File: config.mk
export PLATFORM = sky130hd
export DESIGN_NAME = uart_mmio_bridge
export DESIGN_NICKNAME = d
export VERILOG_FILES = /design/src/rtl/uart_mmio_bridge.sv
export SDC_FILE = /design/constraint.sdc
export NUM_CORES = 1
export LEC_CHECK = 0
export ABC_AREA = 0
export CORE_MARGIN = 2
export CORE_UTILIZATION = 50
export DETAILED_ROUTE_END_ITERATION = 6
export PLACE_DENSITY_LB_ADDON = 0.05
export SYNTH_ARGS = -nofsm -noshare
export SYNTH_HDL_FRONTEND = slang
export SYNTH_SLANG_ARGS = --single-unit
File: constraint.sdc
create_clock -name clk -period 2.8 [get_ports clk]
set_clock_uncertainty 0.1 [all_clocks]
set_input_delay 0.56 -clock clk [delete_from_list [all_inputs] [get_ports clk]]
set_output_delay 0.56 -clock clk [all_outputs]
set_load 0.1 [all_outputs]
File: src/rtl/uart_mmio_bridge.sv
`default_nettype none
// +----------------------------------------------------------------+
// | uart_mmio_bridge: UART command frames -> single MMIO accesses. |
// | Rev 1.0                                                        |
// +----------------------------------------------------------------+
module uart_mmio_bridge #(
  parameter int ADDR_WIDTH     = 11,
  parameter int TIMEOUT_CYCLES = 1_000_000,
  parameter int TO_WIDTH       = 20
) (
  input  logic                  clk,
  input  logic                  reset_n,
  input  logic [7:0]            rx_data,
  input  logic                  rx_empty,
  output logic                  rd_uart,
  output logic [7:0]            tx_data,
  input  logic                  tx_full,
  output logic                  wr_uart,
  output logic                  bus_cs,
  output logic                  bus_read,
  output logic                  bus_write,
  output logic [ADDR_WIDTH-1:0] bus_addr,
  output logic [31:0]           bus_wr_data,
  input  logic [31:0]           bus_rd_data,
  output logic                  busy
);

  typedef enum logic [2:0] {
    S_IDLE   = 3'd0,
    S_ADDR   = 3'd1,
    S_WDATA  = 3'd2,
    S_BUS_WR = 3'd3,
    S_BUS_RD = 3'd4,
    S_RESP   = 3'd5,
    S_ACK    = 3'd6,
    S_ERR    = 3'd7
  } state_t;

  localparam logic [7:0]          c_cmd_wr  = 8'h57;
  localparam logic [7:0]          c_cmd_rd  = 8'h52;
  localparam logic [7:0]          c_ack     = 8'h4B;
  localparam logic [7:0]          c_err     = 8'h3F;
  localparam logic [TO_WIDTH-1:0] c_to_last = TO_WIDTH'(TIMEOUT_CYCLES - 1);

  state_t                r_state;
  state_t                w_next;
  logic                  r_is_write;
  logic [1:0]            r_cnt;
  logic [TO_WIDTH-1:0]   r_to;
  logic [ADDR_WIDTH-1:0] r_addr;
  logic [31:0]           r_wdata;
  logic [31:0]           r_rdata;
  logic                  w_pop;
  logic                  w_push;
  logic                  w_last;

  always_ff @(posedge clk or negedge reset_n) begin
    if (!reset_n) r_state <= S_IDLE;
    else          r_state <= w_next;
  end

  always_comb begin
    w_next    = r_state;
    w_pop     = 1'b0;
    w_push    = 1'b0;
    w_last    = 1'b0;
    tx_data   = 8'h00;
    bus_cs    = 1'b0;
    bus_read  = 1'b0;
    bus_write = 1'b0;
    case (r_state)
      S_IDLE: begin
        if (!rx_empty) begin
          w_pop  = 1'b1;
          w_next = (rx_data == c_cmd_wr || rx_data == c_cmd_rd) ? S_ADDR : S_ERR;
        end
      end
      S_ADDR: begin
        w_last = (r_cnt == 2'd1);
        if (!rx_empty) begin
          w_pop = 1'b1;
          if (w_last) w_next = r_is_write ? S_WDATA : S_BUS_RD;
        end else if (r_to == c_to_last) begin
          w_next = S_ERR;
        end
      end
      S_WDATA: begin
        w_last = (r_cnt == 2'd3);
        if (!rx_empty) begin
          w_pop = 1'b1;
          if (w_last) w_next = S_BUS_WR;
        end else if (r_to == c_to_last) begin
          w_next = S_ERR;
        end
      end
      S_BUS_WR: begin
        bus_cs    = 1'b1;
        bus_write = 1'b1;
        w_next    = S_ACK;
      end
      S_BUS_RD: begin
        bus_cs   = 1'b1;
        bus_read = 1'b1;
        w_next   = S_RESP;
      end
      S_RESP: begin
        tx_data = r_rdata[31:24];
        if (!tx_full) begin
          w_push = 1'b1;
          if (r_cnt == 2'd3) w_next = S_IDLE;
        end
      end
      S_ACK: begin
        tx_data = c_ack;
        if (!tx_full) begin
          w_push = 1'b1;
          w_next = S_IDLE;
        end
      end
      S_ERR: begin
        tx_data = c_err;
        if (!tx_full) begin
          w_push = 1'b1;
          w_next = S_IDLE;
        end
      end
      default: w_next = S_IDLE;
    endcase
  end

  // The pop strobe is gated by reset so a non-empty FIFO is never popped while held in reset.
  assign rd_uart     = w_pop & reset_n;
  assign wr_uart     = w_push;
  assign busy        = (r_state != S_IDLE);
  assign bus_addr    = r_addr;
  assign bus_wr_data = r_wdata;

  always_ff @(posedge clk or negedge reset_n) begin
    if (!reset_n) begin
      r_is_write <= 1'b0;
      r_cnt      <= 2'd0;
      r_to       <= '0;
      r_addr     <= '0;
      r_wdata    <= '0;
      r_rdata    <= '0;
    end else begin
      case (r_state)
        S_IDLE: begin
          r_cnt <= 2'd0;
          r_to  <= '0;
          if (w_pop) r_is_write <= (rx_data == c_cmd_wr);
        end
        S_ADDR, S_WDATA: begin
          if (w_pop) begin
            r_to  <= '0;
            r_cnt <= w_last ? 2'd0 : r_cnt + 2'd1;
            // Only the low ADDR_WIDTH bits of the 16-bit frame address survive the shift.
            if (r_state == S_ADDR) r_addr  <= ADDR_WIDTH'({r_addr, rx_data});
            else                   r_wdata <= {r_wdata[23:0], rx_data};
          end else if (r_to == c_to_last) begin
            r_to  <= '0;
            r_cnt <= 2'd0;
          end else begin
            r_to <= r_to + 1'b1;
          end
        end
        S_BUS_RD: begin
          r_rdata <= bus_rd_data;
          r_cnt   <= 2'd0;
          r_to    <= '0;
        end
        S_RESP: begin
          r_to <= '0;
          if (w_push) begin
            r_rdata <= {r_rdata[23:0], 8'h00};
            r_cnt   <= r_cnt + 2'd1;
          end
        end
        default: begin
          r_cnt <= 2'd0;
          r_to  <= '0;
        end
      endcase
    end
  end

endmodule
`default_nettype wire
======== After elaboration in Yosys (flattened, before gate mapping) ========
Cells that the tools add are included.
W data, S select, Z words.
storage, ports and cells
  output and inout port bits .............. 57
  ROM bits ................................ 0
  latch bits .............................. 0
  input port bits ......................... 44
  memory bits (writable) .................. 0
  bits in registers ....................... 101
  word-level logic and storage cells ...... 77
  memories kept ........................... 0
operators by class
  order comparisons ....................... 0
  equality and inequality tests ........... 20
  reduce and logical (&&, ||, !) cells .... 15
  div/mod/pow operators ................... 0
  multipliers ............................. 0
  $add $sub $neg .......................... 2
  mux-type cells .......................... 31
  bitwise gates (word level) .............. 2
  shift operators ......................... 0
operators by type and width
  cell                     number
  $pmux W32 S2             1
  $mux W20                 3
  $mux W3                  11
  $mux W32                 1
  $pmux W8 S3              1
  $pmux W3 S7              1
  $add A20 B1 Y20 const B  1
  $eq A20 B20 Y1 const B   1
  $eq A8 B7 Y1 const B     2
  $eq A3 B3 Y1 const B     4
  $ne A2 B2 Y1 const B     5
  $ne A3 B3 Y1 const B     3
  $mux W2                  4
  $mux W1                  7
  $eq A3 B2 Y1 const B     2
  $reduce_and A2 Y1        3
  $reduce_and A3 Y1        2
  $reduce_and A6 Y1        1
  $reduce_or A2 Y1         3
  $reduce_or A3 Y1         2
  $pmux W2 S2              1
  $eq A3 B1 Y1 const B     1
  $logic_not A3 Y1         1
  $reduce_bool A3 Y1       1
  other kinds (8)          8

======== Depth between registers and ports, before layout ========
Gate-level depths: netlist (run 1).
  word-level depth ........................ 5
  mapped depth ............................ 7
  depth with buffers taken out ............ 7

======== Worst setup path before layout (run 1) ========
OpenSTA, ideal clock, no wires.
  path type ............................... flip-flop to output port
  start point ............................. reg r_state[0]
  end point ............................... out wr_uart
  stages on the path, launching flop included .. 5
  arrival time ............................ 3252 ps
  path slack .............................. -1112 ps
  buffers on the path ..................... 2
  cell sequence ........................... dfrtp_1 clkbuf_1 clkbuf_1 nor2_1 nor3b_1
on the way
  cells in the longest elaborated chain, start to end .. 3
  elaborated cells on any way between the ends .. 5
  those cells by class .................... 3 x eq/ne; 1 x mux; 1 x reduce/logical
ends and longest elaborated chain
  element                         RTL line  text
  from (decl)                     45        state_t r_state;
  from (signal assigned)          59        else r_state <= w_next;
  $eq A3 B3 Y1                    71        case (r_state)
  $reduce_or A3 Y1 (no line) (*)  n/a
  $mux W1 (*)                     n/a
  to (decl)                       18        output logic wr_uart,
Every way passes the cells marked *; elsewhere a longest branch is shown, timed or not.

======== Worst setup path in the final report (run 1) ========
  start point ............................. reg r_state[0]
  end point ............................... out tx_data[6]
on the way
  cells in the longest elaborated chain, start to end .. 2
  elaborated cells on any way between the ends .. 4
  those cells by class .................... 3 x eq/ne; 1 x mux
ends and longest elaborated chain
  element          RTL line  text
  $eq A3 B3 Y1     71
  $pmux W8 S3 (*)  71
  to (decl)        16        output logic [7:0] tx_data,
Marked as above.

==> results.md, run 1 <==
GRT:
- The met3 demand-to-capacity share in global routing is 0.0320.
- The initial antenna violation count was 0.
- The via count of the first global-routing pass is 3191.
- Entering global routing, the biggest net connects 102 pins.
- The routing usage on met1 is 0.267.
- The residual overflow from global routing is 0.
- The most used routing layer in global routing is met2.
- For this run, the total global-route usage over all layers was measured as 0.196.
- For this run, global-route usage on met2 was measured as 0.320.
- The wire length of the first global-routing pass is 15600 um.

Detailed routing:
- The detailed-route via count is 3259.
- Using the TritonRoute via totals, the vias-per-cell ratio works out to 5.22.
- The count of nets left with antenna violations once routing finished came out at 0.
- The first routing iteration left 101 violations.
- Summed over all layers, the routed wires come to 9380 um.
- The mean routed wirelength per cell is 15.0 um.
- For this run, design rule violations remaining after detail routing come to 0.
- The number of iterations in the first detailed-routing pass is 4.

Timing:
- The fmax is 404 MHz.
- At the pin with the least slew margin, the transition time is 546 ps.
- After layout, the minimum clock period comes to 2470 ps.
- In the final timing run, aggregate negative setup slack is 0 ps.
- The final setup violation count is 0.
- The total count of hold-check failures in the final report is 0.
- Setup repair after global routing left no endpoint under its margin.
- The final clock period utilization by the worst path is 0.884.
- The number of pins with negative max-slew slack in the final report was 0.
- Measured against its own limit, the worst slew margin works out to 0.636.

Flow run:
- The count of max-cap constraint violations is 0.

Worst setup path:
- The critical path's top delay family is flip-flops.
- Counting both buffers and inverters, the worst setup path holds a total of 1.
- Of all nets on the critical path, the largest fanout is 15.
- Walking the worst path, the cells encountered are nor2b_1 -> a21oi_1 -> nor2b_2 -> buf_12.
- For this design, the slowest cell found on the critical path is sky130_fd_sc_hd__dfrtp_1.
- On the worst path, the slowest cell contributes a delay of 630 ps.
- The critical path in this run is classified as reg2out.
- The nature of the critical path startpoint is a flop.
- For the worst setup path, the data required time is 2140 ps.
- The nature of the critical path endpoint is a primary output.
- The arrival time at the worst endpoint is 1810 ps.

CTS:
- The number of buffers on the longest clock path is 2.
- The CTS tree is built.
- Clock tree synthesis found a total of 101 sinks.
- CTS built an H-tree with a depth of 3.
- After clock tree synthesis, the clock-pin slew on the worst setup and hold paths is 100 ps.
- Hold repair after CTS inserted 0 buffers.
- The clock buffer count from CTS is 9.
- The tree is rooted in a sky130_fd_sc_hd__clkbuf_8.
- The clock latency reported for the late side of the worst-skew pair is 350 ps.
- In this run the post-CTS setup repair buffer count came out at 0.

Layout:
- Across the whole layout, storage elements account for 2530 um2.
- Leaving out fill and tap cells, the most frequent cell in the layout is sky130_fd_sc_hd__dfrtp_1.
- The library cells used most frequently in the layout, excluding fill and tap cells, are sky130_fd_sc_hd__dfrtp_1, sky130_fd_sc_hd__buf_4, sky130_fd_sc_hd__mux2_2, sky130_fd_sc_hd__clkdlybuf4s50_1, sky130_fd_sc_hd__nand2_1.
- In the final layout, the share of cells above drive strength 1 is 0.285.
- The final standard cell area without fillers is 6010 um2.
- In the final design database the tool counted 555 nets.
- The multi-input combinational cell area is 2020 um2.
- The final-layout fill cell count is 732.
- From synthesis to final layout, the design area changed by 30.0%.
- The count of placed standard cells in the final layout, fillers left out is 624.
- The repair_antennas step left the layout with diodes totalling 0.

Synthesis:
- The count of unique library cells instantiated by Yosys is 51.
- The Yosys step of the flow raised 0 warnings.
- The number of flops mapped to enable cells by yosys is 0.
- The cell area after synthesis is 4620 um2.
- The number of nets produced by synthesis is 456.
- Counting every instance in the synthesized netlist gives 409.
- The share of flip-flops with an asynchronous set or reset after synthesis is 1.00.
- The number of synthesized register bits is 101.
- The dominant register cell in the synthesized netlist is sky130_fd_sc_hd__dfrtp_1.
- The share of synthesized area occupied by flip-flops and latches is 0.547.
- A synthesized cell averages 11.3 um2.

Die:
- The overall die height is 100 um.
- For this configuration, the core starts out at a cell density of 0.508.
- After floorplanning, the core was divided into 35 placement rows.
- After floorplanning, the core was sized to cover 9110 um2.
- The number of top-level pins is 101.
- The die outline width is 100 um.
- The die covers 10000 um2.

Placement:
- The total half-perimeter wirelength after legalization and detailed placement is 6650 um.
- The count of buffers added on input and output ports is 100.
- The number of cells in the design after placement is 608.
- After detailed placement, the total cell area comes to 5830 um2.
- The final RePlAce weighted congestion is 0.832.

Power and ir drop:
- The static power due to leakage is 2.78 nW.
- In this run the power density over the cells is 1190 nW/um2.
- The maximum vdd drop is 0.000675 V.

Run status:
- The run finished with clean final reports.

Hold path:
- In this run the worst hold path is classified as in2async.
## final timing paths
kind / from / end / cells after the start / slack (ps)
max: r_state[0] / tx_data[6] / 4 / 330
min: reset_n / bus_addr[1] / 2 / 170
max reg2reg: r_cnt[0] / r_state[2] / 6 / 560
min reg2reg: r_rdata[31] / r_rdata[31] / 2 / 380
max in group asynchronous: reset_n / r_to[14] / 2 / 2000
min in group clk: r_rdata[31] / r_rdata[31] / 2 / 380
## through the flow
stage / hold slack (ps) / utilization / setup WS, ps / power (mW)
after detailed placement: 369 / 0.641 / 127 / 6.36
after CTS: 208 / 0.660 / 137 / 7.20
final: 167 / 0.660 / 326 / 7.14
after global routing: 212 / 0.660 / 181 / 7.50
after global placement: 357 / 0.641 / 165 / 6.29
after floorplan: 164 / - / -135 / 5.31
## sequential cells by signal (all words and copies together) (netlist names)
| name | flops |
|---|---|
| bus_wr_data | 32 |
| r_rdata | 32 |
| r_to | 20 |
| bus_addr | 11 |
| r_state | 3 |
| r_cnt | 2 |
| r_is_write | 1 |
## report_power, final
group / leakage (nW) / internal, mW / switching, mW
sequential: 1.32 / 1.91 / 0.336
clock: 0.0791 / 0.330 / 0.504
combinational: 1.38 / 1.23 / 2.82
## cell families after synthesis
group,Yosys count,synth area share
buffers and inverters,29,0.0268
and+or+nand+nor,133,0.142
DFF,101,0.547
muxes,69,0.162
AOI/OAI and AO/OA,55,0.0790
xor gates and xnor gates,19,0.0360
adders and majority gates,3,0.00812
## worst reg2reg max path: cells and delay by family, from the launching register on
kind	cells	cell delay, ps
simple gates	2	590
flops	1	420
fa+ha+maj	1	260
compound gates	3	760
## cell type report
type / instances / share of cell area
sequential: 101 / 0.421
multi-input combinational: 279 / 0.336
inverter: 6 / 0.00375
clock buffer: 10 / 0.0212
tap: 111 / 0.0231
clock inverter: 6 / 0.00812
timing repair buffer: 111 / 0.187
## what timing repair did
action,CTS,global route
resized for setup,0,1
hold endpoints to repair,0,0
endpoints found under the setup margin,0,1
## per-layer routing
metal	share of wire	vias up
li1	-	1619
met1	0.47	1563
met2	0.48	70
met3	0.043	7
met4	0.0099	0
met5	0	-
## synthesized netlist by cell type, drive strengths merged (2+ instances only)
library cell  number  share of area
nor3b              3         0.0049
nor3               5         0.0054
mux2i             24          0.052
ha                 3         0.0081
nor4               3         0.0054
nor2b             11          0.015
nand4              6         0.0081
or3                2         0.0027
xor2              12          0.023
a21oi              7         0.0084
or4                2         0.0032
o21ai             27          0.029
nand3             10          0.011
nand2             41          0.033
clkbuf            15          0.012
mux2              45           0.11
and4               3         0.0057
a22o               8          0.015
nor2              36          0.029
xnor2              7          0.013
dfrtp            101           0.55
inv                6         0.0049
buf                8         0.0097
and3               3         0.0041
Power figures use the tool's default switching activity.
==> run 2: changes to the inputs <==
--- a/config.mk
+++ b/config.mk
@@ -10,6 +10,7 @@
 export CORE_UTILIZATION = 50
 export DETAILED_ROUTE_END_ITERATION = 6
 export PLACE_DENSITY_LB_ADDON = 0.05
+export RECOVER_POWER = 50
 export SYNTH_ARGS = -nofsm -noshare
 export SYNTH_HDL_FRONTEND = slang
 export SYNTH_SLANG_ARGS = --single-unit
==> results.md, run 2 (synthesis results as in run 1) <==
Worst setup path:
- The highest fanout seen on the critical path is 15 (unchanged).
- The critical path is of the reg2out type.
- The highest cell delay on the worst timing path is 630 ps (about the same).
- The beginning of the worst register-to-register path is r_cnt[0].
- The endpoint of the lowest-slack register-to-register path is r_state[2].
- STA classifies the critical path endpoint as a primary output.
- The critical path launch point is r_state[0].
- The worst path buffer plus inverter count is 1 (unchanged).
- The slowest stage of the critical path is the sky130_fd_sc_hd__dfrtp_1 cell.
- The arrival time at the worst endpoint is 1810 ps (about the same).
- The nature of the critical path startpoint is a flop.
- The number of cell instances on the worst register-to-register path is 6 (unchanged).
- The register-to-register setup slack came to 560 ps (about the same).
- The last element of the critical path is tx_data[6].
- The critical path goes through nor2b_1 -> a21oi_1 -> nor2b_2 -> buf_12.
- The required time of the critical path is 2140 ps (about the same).
- The logic depth of the worst path, buffers included is 4 (unchanged).
- The critical path's top delay family is flip-flops.

CTS:
- The clock buffer count from CTS is 9 (unchanged).
- The number of post-CTS setup repair buffers was 0 (unchanged).
- The number of buffers on the longest clock path is 2 (unchanged).
- The clock slew seen by the registers of the worst setup and hold paths is 100 ps (about the same).
- The clock latency reported for the late side of the worst-skew pair is 350 ps (about the same).
- The CTS tree is built.
- The H-tree depth reported by CTS came to 3 (unchanged).
- The total clock sinks is 101 (unchanged).
- The number of buffers added to fix hold violations after cts is 0 (unchanged).
- The number of gates resized after CTS is 0 (unchanged).
- In this run the clock root is driven by a sky130_fd_sc_hd__clkbuf_8.

Detailed routing:
- The per-cell via count in the routed design is 5.21 (-0.28%).
- The number of iterations in the first detailed-routing pass is 4 (unchanged).
- The detailed-route via count is 3250 (-0.28%).
- The number of design rule violations left after detail routing is 0 (unchanged).
- The final wirelength is 9410 um (+0.33%).
- The remaining antenna violation count after routing is 0 (unchanged).
- The number of DRC violations after detailed-routing iteration 0 is 97 (-4.0%).
- The mean routed wirelength per cell is 15.1 um (+0.33%).

Timing:
- The final setup violation count is 0 (unchanged).
- The final clock period utilization by the worst path was 0.884 (about the same).
- The fmax is 404 MHz (about the same).
- The headroom to the max-slew limit is 0.0926 (-0.544).
- The minimum clock period after layout is 2470 ps (+0.375 ps).
- The total count of hold-check failures in the final report is 0 (unchanged).
- The transition time at the pin with the least slew margin is 1360 ps (+815 ps).
- The number of pins with negative max-slew slack in the final report was 0 (unchanged).
- The final-layout worst hold slack came to 385 ps (+218 ps).
- Setup repair after global routing left no endpoint under its margin.

Die:
- The number of rows created at floorplan is 35 (unchanged).
- The number of top-level pins is 101 (unchanged).
- The starting density of the core is 0.508 (unchanged).
- The overall die height is 100 um (unchanged).
- The placeable core region is 9110 um2 (unchanged).
- The overall die area is 10000 um2 (unchanged).
- The die outline width is 100 um (unchanged).

Power and ir drop:
- The power density over cell area is 1190 nW/um2 (+0.57%).
- The net switching component of the power is 3.66 mW (about the same).
- The clock network fraction of total power is 0.118 (about the same).
- The maximum vdd drop is 0.000612 V (-9.3%).
- The share of total power consumed by net switching is 0.521 (+0.00713).
- The internal power is 3.37 mW (-2.8%).
- The sequential share of power is 0.319 (+0.004).
- The static power due to leakage came to 2.66 nW (-4.2%).
- The combinational fraction of design power is 0.563 (-0.005).

Layout:
- The sequential cell area is 2530 um2 (unchanged).
- The number of nets at the end of the flow is 555 (unchanged).
- The multi-input combinational cell area was 2020 um2 (unchanged).
- The library cells used most frequently in the layout, excluding fill and tap cells, are sky130_fd_sc_hd__dfrtp_1, sky130_fd_sc_hd__mux2_2, sky130_fd_sc_hd__nand2_1, sky130_fd_sc_hd__clkdlybuf4s50_1, sky130_fd_sc_hd__nor2_1.
- The area overhead of the layout relative to synthesis is 27.5%.
- The most common cell after layout, fill and taps aside is sky130_fd_sc_hd__dfrtp_1.
- The ratio of cells with drive above 1 in the final layout is 0.230 (-0.0546).
- The antenna diode count is 0 (unchanged).
- The final-layout fill cell count is 757 (+3.4%).
- The count of placed standard cells in the final layout, fillers left out is 624 (unchanged).

GRT:
- The residual overflow from global routing came to 0 (unchanged).
- The via count of the first global-routing pass is 3191 (unchanged).
- The wire length of the first global-routing pass is 15600 um (unchanged).
- The initial antenna violation count is 0 (unchanged).
- The global router's overall resource usage was 0.196 (unchanged).
- The largest net degree at the start of global routing is 102 (unchanged).

Placement:
- The total half-perimeter wirelength after legalization and detailed placement is 6650 um (unchanged).
- The final RePlAce weighted congestion is 0.832 (unchanged).
- The count of input and output buffers is 100 (unchanged).
- The number of cells in the design after placement was 608 (unchanged).

Flow run:
- The count of max-cap constraint violations is 0 (unchanged).

Hold path:
- The class of the tightest hold or removal check is reg2reg.

Run status:
- The run finished with clean final reports.
[run 2: layer usage]
metal  track usage  share of wire  vias up
li1              -              -     1618
met1         0.267           0.47     1557
met2         0.320           0.48       68
met3        0.0320          0.042        7
met4        0.0664         0.0099        0
met5             0              0        -
[run 2: area by class of cell]
class,instances,area share
Multi-Input combinational cell,279,0.343
Tap cell,111,0.0236
Timing Repair Buffer,111,0.171
Sequential cell,101,0.429
Inverter,6,0.00382
Clock buffer,10,0.0217
Clock inverter,6,0.00828
[run 2: metrics by stage]
step / area, um2 / setup slack, ps / power (mW) / util / TNS (ps)
3_3_place_gp: 5830 / 165 / 6.29 / 0.641 / 0
6_report: 5890 / 325 / 7.04 / 0.647 / 0
3_5_place_dp: 5830 / 127 / 6.36 / 0.641 / 0
2_1_floorplan: 4650 / -135 / 5.31 / - / -135
5_1_grt: 5890 / 181 / 7.40 / 0.647 / 0
4_1_cts: 6010 / 137 / 7.20 / 0.660 / 0
[run 2: worst min path at each step]
stage,from,endpoint,depth (start not counted),slack [ps]
after detailed placement,r_rdata[31],r_rdata[31],2,370
after CTS,reset_n,bus_addr[10],2,210
after global routing,r_rdata[8],r_rdata[8],2,410
final,r_rdata[31],r_rdata[31],2,380
after floorplan,reset_n,bus_addr[0],0,160
after global placement,r_rdata[31],r_rdata[31],2,360
[run 2: tightest hold or removal path: cells and delay by family (launching register included)]
kind | cells | cell delay (ps)
AO/OA/AOI/OAI | 1 | 60
flip-flops | 1 | 350
AND/OR/NAND/NOR | 1 | 40
[run 2: power groups by stage]
stage | combinational (mW) | clock, mW | sequential [mW]
finish | 3.96 | 0.834 | 2.24
global route | 4.16 | 0.915 | 2.32
CTS | 4.08 | 0.864 | 2.25
detailed placement | 4.08 | 0 | 2.29
global placement | 4.03 | 0 | 2.26
floorplan | 1.70 | 0 | 3.61
